`config.mk`:
```
export PLATFORM = sky130hd
export DESIGN_NAME = mmu_port_arbiter
export DESIGN_NICKNAME = d
export VERILOG_FILES = /design/src/rtl/mmu_port_arbiter.sv
export SDC_FILE = /design/constraint.sdc
export NUM_CORES = 1
export LEC_CHECK = 0
export CAP_MARGIN = 40
export CORE_AREA = 2 2 117 119
export CTS_BUF_LIST = sky130_fd_sc_hd__clkbuf_16
export CTS_CLUSTER_DIAMETER = 80
export CTS_CLUSTER_SIZE = 40
export DETAILED_ROUTE_END_ITERATION = 12
export DIE_AREA = 0 0 119 121
export SYNTH_ARGS = -nofsm -noshare
export SYNTH_HDL_FRONTEND = slang
export SYNTH_SLANG_ARGS = --single-unit
export TNS_END_PERCENT = 50
```
`constraint.sdc`:
```
create_clock -name clk -period 2.7 [get_ports clk]
set_input_delay 0.27 -clock clk [delete_from_list [all_inputs] [get_ports clk]]
set_output_delay 0.27 -clock clk [all_outputs]
set_load 0.05 [all_outputs]
```
`src/rtl/mmu_port_arbiter.sv`:
```
// mmu_port_arbiter
// Shares the single MMU memory port between the instruction-fetch (IF) and
// data (DM) requesters. One request is granted per cycle; on contention the
// requester that did not win last is granted. Outstanding reads are tracked
// through a LATENCY-deep {valid, owner} tag pipeline so each read response
// is routed back to the requester that issued it.
//
// Ports:
//   clk, rstb               clock, synchronous active-low reset
//   if_req/if_addr          fetch request (read-only)
//   if_gnt                  fetch accepted this cycle
//   if_rd_data/if_rd_valid  fetch read response
//   dm_req/dm_addr          data request
//   dm_wr_ena/dm_wr_data    store enable and store data
//   dm_gnt                  data request accepted this cycle
//   dm_rd_data/dm_rd_valid  load read response
//   mem_addr/mem_wr_ena/
//   mem_wr_data             MMU request lines (idle cycles drive 0)
//   mem_rd_data             MMU read data, valid LATENCY cycles after issue
//   if_stall_count          saturating count of cycles IF waited
//   dm_stall_count          saturating count of cycles DM waited
module mmu_port_arbiter #(
    parameter int ADDR_W  = 32,
    parameter int DATA_W  = 32,
    parameter int LATENCY = 1,
    parameter int CNT_W   = 16
) (
    input  logic              clk,
    input  logic              rstb,
    input  logic              if_req,
    input  logic [ADDR_W-1:0] if_addr,
    output logic              if_gnt,
    output logic [DATA_W-1:0] if_rd_data,
    output logic              if_rd_valid,
    input  logic              dm_req,
    input  logic [ADDR_W-1:0] dm_addr,
    input  logic              dm_wr_ena,
    input  logic [DATA_W-1:0] dm_wr_data,
    output logic              dm_gnt,
    output logic [DATA_W-1:0] dm_rd_data,
    output logic              dm_rd_valid,
    output logic [ADDR_W-1:0] mem_addr,
    output logic              mem_wr_ena,
    output logic [DATA_W-1:0] mem_wr_data,
    input  logic [DATA_W-1:0] mem_rd_data,
    output logic [CNT_W-1:0]  if_stall_count,
    output logic [CNT_W-1:0]  dm_stall_count
);

    typedef enum logic {
        OWN_IF = 1'b0,
        OWN_DM = 1'b1
    } owner_e;

    owner_e             last_q, last_d;
    logic [LATENCY-1:0] tag_vld_q, tag_vld_d;
    logic [LATENCY-1:0] tag_own_q, tag_own_d;   // 1 = DM owns the slot
    logic [CNT_W-1:0]   if_cnt_q, if_cnt_d;
    logic [CNT_W-1:0]   dm_cnt_q, dm_cnt_d;

    logic issue_rd;
    logic rsp_vld;
    logic rsp_dm;

    // Grant: held off entirely while reset is asserted.
    always_comb begin
        if_gnt = 1'b0;
        dm_gnt = 1'b0;
        if (rstb) begin
            if (if_req && dm_req) begin
                if (last_q == OWN_IF) dm_gnt = 1'b1;
                else                  if_gnt = 1'b1;
            end else if (if_req) begin
                if_gnt = 1'b1;
            end else if (dm_req) begin
                dm_gnt = 1'b1;
            end
        end
    end

    always_comb begin
        mem_addr    = '0;
        mem_wr_ena  = 1'b0;
        mem_wr_data = '0;
        if (if_gnt) begin
            mem_addr = if_addr;
        end else if (dm_gnt) begin
            mem_addr    = dm_addr;
            mem_wr_ena  = dm_wr_ena;
            mem_wr_data = dm_wr_data;
        end
    end

    always_comb begin
        last_d = last_q;
        if (if_gnt)      last_d = OWN_IF;
        else if (dm_gnt) last_d = OWN_DM;
    end

    assign issue_rd = if_gnt | (dm_gnt & ~dm_wr_ena);

    // Tag pipeline: stage 0 takes this cycle's grant, the last stage lines
    // up with mem_rd_data for that grant.
    always_comb begin
        tag_vld_d    = '0;
        tag_own_d    = '0;
        tag_vld_d[0] = issue_rd;
        tag_own_d[0] = dm_gnt;
        for (int unsigned i = 1; i < LATENCY; i++) begin
            tag_vld_d[i] = tag_vld_q[i-1];
            tag_own_d[i] = tag_own_q[i-1];
        end
    end

    // Responses are suppressed in the reset cycle so reads issued before
    // reset never surface.
    assign rsp_vld = tag_vld_q[LATENCY-1] & rstb;
    assign rsp_dm  = tag_own_q[LATENCY-1];

    always_comb begin
        if_rd_valid = 1'b0;
        dm_rd_valid = 1'b0;
        if_rd_data  = '0;
        dm_rd_data  = '0;
        if (rsp_vld) begin
            if (rsp_dm) begin
                dm_rd_valid = 1'b1;
                dm_rd_data  = mem_rd_data;
            end else begin
                if_rd_valid = 1'b1;
                if_rd_data  = mem_rd_data;
            end
        end
    end

    always_comb begin
        if_cnt_d = if_cnt_q;
        dm_cnt_d = dm_cnt_q;
        if (if_req && !if_gnt && !(&if_cnt_q)) if_cnt_d = if_cnt_q + CNT_W'(1);
        if (dm_req && !dm_gnt && !(&dm_cnt_q)) dm_cnt_d = dm_cnt_q + CNT_W'(1);
    end

    always_ff @(posedge clk) begin
        if (!rstb) begin
            last_q    <= OWN_IF;
            tag_vld_q <= '0;
            tag_own_q <= '0;
            if_cnt_q  <= '0;
            dm_cnt_q  <= '0;
        end else begin
            last_q    <= last_d;
            tag_vld_q <= tag_vld_d;
            tag_own_q <= tag_own_d;
            if_cnt_q  <= if_cnt_d;
            dm_cnt_q  <= dm_cnt_d;
        end
    end

    assign if_stall_count = if_cnt_q;
    assign dm_stall_count = dm_cnt_q;

endmodule

```
==> metrics.md, run 1 <==
| Metric | Value |
|---|---|
| Run status | `finished clean` |
| Most common cell on crit path | `buf_12` |
| Worst-path cell chain | `clkdlybuf4s50_1 -> nand2b_2 -> and3_1 -> buf_12 -> a22o_1 -> buf_12` |
| Period Utilization, post-route | `86.1%` |
| Unrepaired setup endpoints after global routing | `no` |
| Reported leakage power | `0.00282 uW` |
| Fill cells | `1130` |
| NumNets Final | `784` |
| Maximum level of the CTS H-tree | `2` |
| Worst path max stage delay | `0.57 ns` |
| Number of flip-flops and latches in the synthesized netlist | `35` |
| M1 wire length | `6280 um` |
| Count of clock tree sinks | `35` |
| GRT Residual Overflow | `0` |
| Maximum fanout encountered on the critical timing path | `27` |
| First-pass detailed-route iteration total | `4` |
| Setup_tns | `0 ns` |
| Post-synth ARST share | `0%` |
| Worst-skew pair later-pin latency | `0.27 ns` |
| Number of instances in the synthesized netlist | `366` |
| Mean Syn Cell Area | `7.67 um2` |
| Top post-synthesis cells by count | `and2_1, dfxtp_1, a22o_1` |
| Detailed router's first-iteration violation count | `169` |
| Kind of end point of the critical path | `primary output` |
| Shortest period the worst path allows | `2.32 ns` |
| Routability cong. | `0.846` |
| First-pass GRT wire length | `24600 um` |
| Worst reg2reg setup slack | `0.75 ns` |
| Die X | `119 um` |
| Combined area of the multi-input logic cells | `0.00197 mm2` |
| Internal power | `1360 uW` |
| Critical path class | `in -> out` |
| Final hold viol count | `0` |
| Net Switching | `689 uW` |
| Reg power frac | `25.9%` |
| Worst Skew | `0.00335 ns` |
| Power density over cell area | `275 mW/mm2` |
| Aggregate routed wire length | `16800 um` |
| Post-CTS Hold Fix Bufs | `0` |
| Die outline area | `0.0144 mm2` |
| Area inside the core boundary | `0.0131 mm2` |
| Drt drc | `0` |
| Cell types occupying the most area after synthesis | `dfxtp_1, and2_1, a22o_1, a21oi_1, clkbuf_1` |
| Post-synthesis cell area | `0.00281 mm2` |
| Worst ir drop on vdd | `0.279 mV` |
| Number of enable flip-flop cells after synthesis | `0` |
| Clock network fraction of design power | `26.3%` |
| Worst-path clk slew | `0.05 ns` |
| Combinational power share | `47.8%` |
| Library cells used by synthesis | `47` |
| Timing-limited maximum frequency | `430 MHz` |
| Synthesized netlist net count | `501` |
| Root buffer cell | `clkbuf_16` |
| Std cell rows | `42` |
| Post-detailed-route count of antenna-violating nets | `0` |
| Worst Hold Class | `reg -> reg` |
| Clock Path Buffers | `2` |
| Sequential cell area | `701 um2` |
| I/O pin cnt | `298` |
| TritonCTS clock tree | `built` |
| Number of max-slew violations in the final report | `0` |
| Count of warnings emitted by yosys | `0` |
| Arrival @ worst endpoint | `2.05 ns` |
| Max_slew headroom | `63.9%` |
| Highest metal layer used by the detailed router | `met5` |
| Routed wire length on met2 | `8220 um` |
| Sequential area share after synthesis | `25.0%` |
| Total met3 wirelength after detailed routing | `1870 um` |
| Most common cell in the synthesized netlist | `and2_1` |
| Number of setup buffers added after CTS | `0` |
| Initial cell density of the core | `21.4%` |
| Overall fraction of global-route tracks in use | `22.3%` |
| Top-area cell type share of the netlist area | `25.0%` |
| Fraction of final layout cells with drive strength greater than 1 | `23.6%` |
| Cell type with the largest total area after synthesis | `dfxtp_1` |
| Measured slew at the worst slew-check pin | `0.540 ns` |
| Pin count of the biggest net entering global routing | `61` |
| Launching element type of the critical path | `input port` |
| Wire length per cell | `20.2 um` |
| CP required | `2.43 ns` |
| Antenna violations before repair | `7` |
| Post-CTS sizing | `0` |
| Proportion of total power due to net switching | `33.6%` |
| Signed area change from the synthesized netlist to the final layout | `165%` |
| DR vias/cell | `4.84` |
| Die height | `121 um` |
| Critical-path cell with the highest stage delay | `clkdlybuf4s50_1` |
| Final setup violation count | `0` |
| Maximum Capacitance Violations | `0` |
| Flip-flop cell with the highest count after synthesis | `dfxtp_1` |
| Total half-perimeter wirelength after legalization and detailed placement | `14200 um` |
| Total clock buffers created by CTS | `5` |
| Count of input and output buffers | `297` |
| Final design utilization | `56.9%` |
| Vias in the first global route | `3959` |
| Via count of the routed design | `4019` |
## worst max-delay path: cells and delay by family
kind / cells / cell delay (ns)
buffers and inverters: 3 / 0.95
AND/OR/NAND/NOR: 2 / 0.60
AO/OA/AOI/OAI: 1 / 0.22
## power by group through the flow
stage                     clock (uW)  sequential [uW]  combinational, uW
final                            539              532                979
after global routing             576              533               1020
after CTS                        548              532                985
after detailed placement           0              543                981
after global placement             0              542                975
after floorplan                    0              556                383
## state kept, by name (all words and copies together), names as in the netlist
register	cells
dm_stall_count	16
if_stall_count	16
last_q	1
rsp_dm	1
tag_vld_q	1
## layout make-up
| class | instances | area share, % |
|---|---|---|
| multi-input combinational | 295 | 26.4 |
| timing repair buffer | 304 | 58.8 |
| antenna | 5 | 0.168 |
| inverter | 8 | 0.403 |
| clock buffer | 5 | 1.68 |
| tap | 176 | 2.96 |
| clock inverter | 2 | 0.118 |
| sequential | 35 | 9.41 |
## layout by cell type, fill, tap and decap left out, types with 6 or more instances in the layout
cell,Yosys,final
a21oi_1,19,19
nand3_1,8,8
clkdlybuf4s50_1,0,164
nand2_1,22,22
buf_12,0,135
nand4_1,10,10
dfxtp_1,35,35
and2_1,98,98
and4_1,7,7
o31ai_1,10,10
o21ai_0,7,7
and3_1,6,6
inv_1,8,8
nand2b_1,7,7
mux2i_1,7,7
or3_1,7,7
a22o_1,32,32
or4_1,10,10
## stage by stage
step                instance area (um2)  hold slack [ns]  total power (uW)  setup slack, ns  instances
floorplan                          2810            0.409               939            0.397        366
global placement                   7300            0.459              1520            0.452        818
detailed placement                 7300            0.481              1520            0.377        818
CTS                                7440            0.488              2060            0.369        825
global route                       7440            0.511              2120            0.255        825
finish                             7450            0.485              2050            0.376        830
## routing by layer
layer | GRT usage (%) | vias to the layer above
li1 | - | 1916
met2 | 37.5 | 225
met4 | 6.77 | 4
met1 | 24.6 | 1848
met5 | 0 | -
met3 | 11.3 | 26
## cells by family (layout without fill, tap and decap cells)
logic type / count (synthesis) / in the layout / share of synthesized area (%)
compound gates: 89 / 89 / 23.8
fa+ha+maj: 2 / 2 / 0.892
buf+inv: 36 / 319 / 5.13
flops: 35 / 35 / 25.0
mux: 7 / 7 / 2.50
other cells: 0 / 5 / 0
simple gates: 197 / 197 / 42.8
## final timing paths
path | endpoint | startpoint | depth (start not counted)
worst max-delay path | mem_addr[2] | dm_req | 6
worst min-delay path | last_q$_SDFFE_PP0P_ | last_q$_SDFFE_PP0P_ | 2
worst max register to register | if_stall_count[12]$_SDFFE_PN0P_ | if_stall_count[0]$_SDFFE_PN0P_ | 5
worst min register to register | last_q$_SDFFE_PP0P_ | last_q$_SDFFE_PP0P_ | 2
Note: power is estimated with default switching activity, not from simulation.
==> run 2: changes to the inputs <==
Settings changed: CELL_PAD_IN_SITES_DETAIL_PLACEMENT from default to 0, CELL_PAD_IN_SITES_GLOBAL_PLACEMENT from default to 1, CORE_AREA 2 2 117 119 to default, CORE_MARGIN from default to 1, CORE_UTILIZATION from default to 20, DIE_AREA 0 0 119 121 to default, PLACE_DENSITY_LB_ADDON from default to 0.1.
==> run 2 against run 1 <==
Via count fell by 1.8%. Global-route usage down 2.1 points. Non-clock buffer count up 2. Clock power is 1% higher. Setup slack better by 0.027 ns. Critical endpoint is now mem_addr[31]. Largest power group unchanged.
==> metrics.md, run 2 (same netlist as run 1, synthesis figures left out) <==
| Metric | Value |
|---|---|
| Die height | `120 um (-0.45%)` |
| Ant. Diodes | `0 (-5)` |
| Worst Skew | `0.00279 ns (-0.000557 ns)` |
| First-pass detailed-route iteration total | `6 (+2)` |
| Worst Hold Class | `reg -> reg` |
| Leading cell type in the layout, fill and taps excluded | `clkdlybuf4s50_1` |
| Root buffer cell | `clkbuf_16` |
| Antenna violations before repair | `0 (-7)` |
| Fill cells | `1238 (+9.6%)` |
| Post-CTS Hold Fix Bufs | `0 (unchanged)` |
| Clock Path Buffers | `2 (unchanged)` |
| Combined area of the multi-input logic cells | `0.00197 mm2 (unchanged)` |
| GRT Residual Overflow | `0 (unchanged)` |
| Post-CTS sizing | `0 (unchanged)` |
| Count of input and output buffers | `297 (unchanged)` |
| Die X | `120 um (+1.2%)` |
| Setup_tns | `0 ns (unchanged)` |
| DR vias/cell | `4.77 (-1.6%)` |
| Total clock buffers created by CTS | `5 (unchanged)` |
| Max_slew headroom | `49.3% (-15 points)` |
| TritonCTS clock tree | `built` |
| Worst ir drop on vdd | `0.213 mV (-24%)` |
| Drt drc | `0 (unchanged)` |
| Number of setup buffers added after CTS | `0 (unchanged)` |
| Final hold viol count | `0 (unchanged)` |
| Worst-skew pair later-pin latency | `0.28 ns (about the same)` |
| Maximum Capacitance Violations | `0 (unchanged)` |
| Wire length per cell | `18.7 um (-7.5%)` |
| Via count of the routed design | `3946 (-1.8%)` |
| Critical path class | `in -> out` |
| Die outline area | `0.0145 mm2 (+0.77%)` |
| Reported leakage power | `0.00284 uW (+0.52%)` |
| Timing-limited maximum frequency | `435 MHz (+1.2%)` |
| Sequential cell area | `701 um2 (unchanged)` |
| Worst reg2reg setup slack | `0.74 ns (about the same)` |
| Vias in the first global route | `3671 (-7.3%)` |
| Start of the worst register-to-register path | `if_stall_count[9]$_SDFFE_PN0P_` |
| Number of max-slew violations in the final report | `0 (unchanged)` |
| Run status | `finished clean` |
| Final cell area excluding filler cells | `0.00744 mm2 (about the same)` |
| Net Switching | `685 uW (-0.57%)` |
| Std cell rows | `42 (unchanged)` |
| Detailed router's first-iteration violation count | `169 (unchanged)` |
| Internal power | `1360 uW (about the same)` |
| First-pass GRT wire length | `22400 um (-9.1%)` |
| Arrival @ worst endpoint | `2.03 ns (-0.02 ns)` |
| Most frequent cells in the layout | `clkdlybuf4s50_1, buf_12, and2_1` |
| Post-detailed-route count of antenna-violating nets | `0 (unchanged)` |
| I/O pin cnt | `298 (unchanged)` |
| Combinational power share | `47.4% (-0.4 points)` |
| Total half-perimeter wirelength after legalization and detailed placement | `12900 um (-8.9%)` |
| Measured slew at the worst slew-check pin | `0.754 ns (+0.214 ns)` |
| Routability cong. | `0.793 (-6.2%)` |
| Power density over cell area | `275 mW/mm2 (about the same)` |
| NumNets Final | `786 (+0.26%)` |
| Worst setup path startpoint | `rstb` |
| Worst-path clk slew | `0.05 ns (about the same)` |
| Area inside the core boundary | `0.0135 mm2 (+2.8%)` |
| CP required | `2.43 ns (about the same)` |
| Clock network fraction of design power | `26.6% (+0.3 points)` |
| Overall fraction of global-route tracks in use | `20.2% (-2.1 points)` |
| Maximum fanout encountered on the critical timing path | `33 (+22%)` |
| Beginning of the worst hold path | `last_q$_SDFFE_PP0P_` |
| Unrepaired setup endpoints after global routing | `no` |
| Count of clock tree sinks | `35 (unchanged)` |
| Placed instance area | `0.00730 mm2 (about the same)` |
| Initial cell density of the core | `20.9% (-0.59 points)` |
| Pin count of the biggest net entering global routing | `67 (+9.8%)` |
| Signed area change from the synthesized netlist to the final layout | `165% (about the same)` |
| Shortest period the worst path allows | `2.30 ns (-0.0268 ns)` |
| Maximum level of the CTS H-tree | `2 (unchanged)` |
| Fraction of final layout cells with drive strength greater than 1 | `23.8% (+0.20 points)` |
| Kind of end point of the critical path | `primary output` |
| Proportion of total power due to net switching | `33.5% (-0.14 points)` |
| Aggregate routed wire length | `15500 um (-7.8%)` |
| Launching element type of the critical path | `input port` |
| Period Utilization, post-route | `85.1% (-0.99 points)` |
| Sum of internal, switching and leakage power | `2050 uW (-0.16%)` |
| Final setup violation count | `0 (unchanged)` |
| Reg power frac | `26.0% (about the same)` |
==> run 2: changes by cell type in the layout (fill, tap and decap cells not counted) <==
| cell | previous run | this run |
|---|---|---|
| inv_1 | 8 | 10 |
| clkinv_1 | 1 | 0 |
| buf_4 | 5 | 8 |
| diode_2 | 5 | 0 |
| buf_12 | 135 | 134 |
==> run 2: worst paths after layout <==
kind | cells after the start | end
setup reg to reg | 6 | if_stall_count[1]$_SDFFE_PN0P_
hold reg to reg | 2 | last_q$_SDFFE_PP0P_
hold / removal | 2 | last_q$_SDFFE_PP0P_
setup / recovery | 6 | mem_addr[31]
==> run 2: worst max-delay path, cell delays in order <==
cell,delay (ns)
clkdlybuf4s50_1,0.53
buf_4,0.24
and3_1,0.20
buf_4,0.35
a22o_1,0.27
buf_12,0.16
==> run 2: cell type report <==
class | instances | share of cell area (%)
Multi-Input combinational cell | 295 | 26.5
Sequential cell | 35 | 9.41
Inverter | 8 | 0.403
Clock inverter | 3 | 0.168
Tap cell | 176 | 2.96
Clock buffer | 5 | 1.68
Timing Repair Buffer | 306 | 58.9
==> run 2: metal layers <==
metal,vias to the layer above,share of wire (%),track usage [%]
met3,11,10,8.11
met2,186,50,35.4
met1,1837,39,23.6
li1,1912,-,-
met4,0,0.59,2.24
met5,-,0,0
==> run 2: metrics by stage <==
step | setup WS (ns) | hold slack (ns) | instances | util [%]
floorplan | 0.397 | 0.409 | 366 | -
global placement | 0.409 | 0.469 | 820 | 54.3
detailed placement | 0.392 | 0.470 | 820 | 54.3
CTS | 0.370 | 0.478 | 828 | 55.3
global route | 0.302 | 0.496 | 828 | 55.3
finish | 0.403 | 0.482 | 828 | 55.3
==> run 2: power groups by stage <==
stage / combinational, uW / clock (uW) / sequential [uW]
finish: 970 / 545 / 531
global route: 1010 / 582 / 532
CTS: 978 / 560 / 532
detailed placement: 974 / 0 / 543
global placement: 968 / 0 / 543
floorplan: 383 / 0 / 556
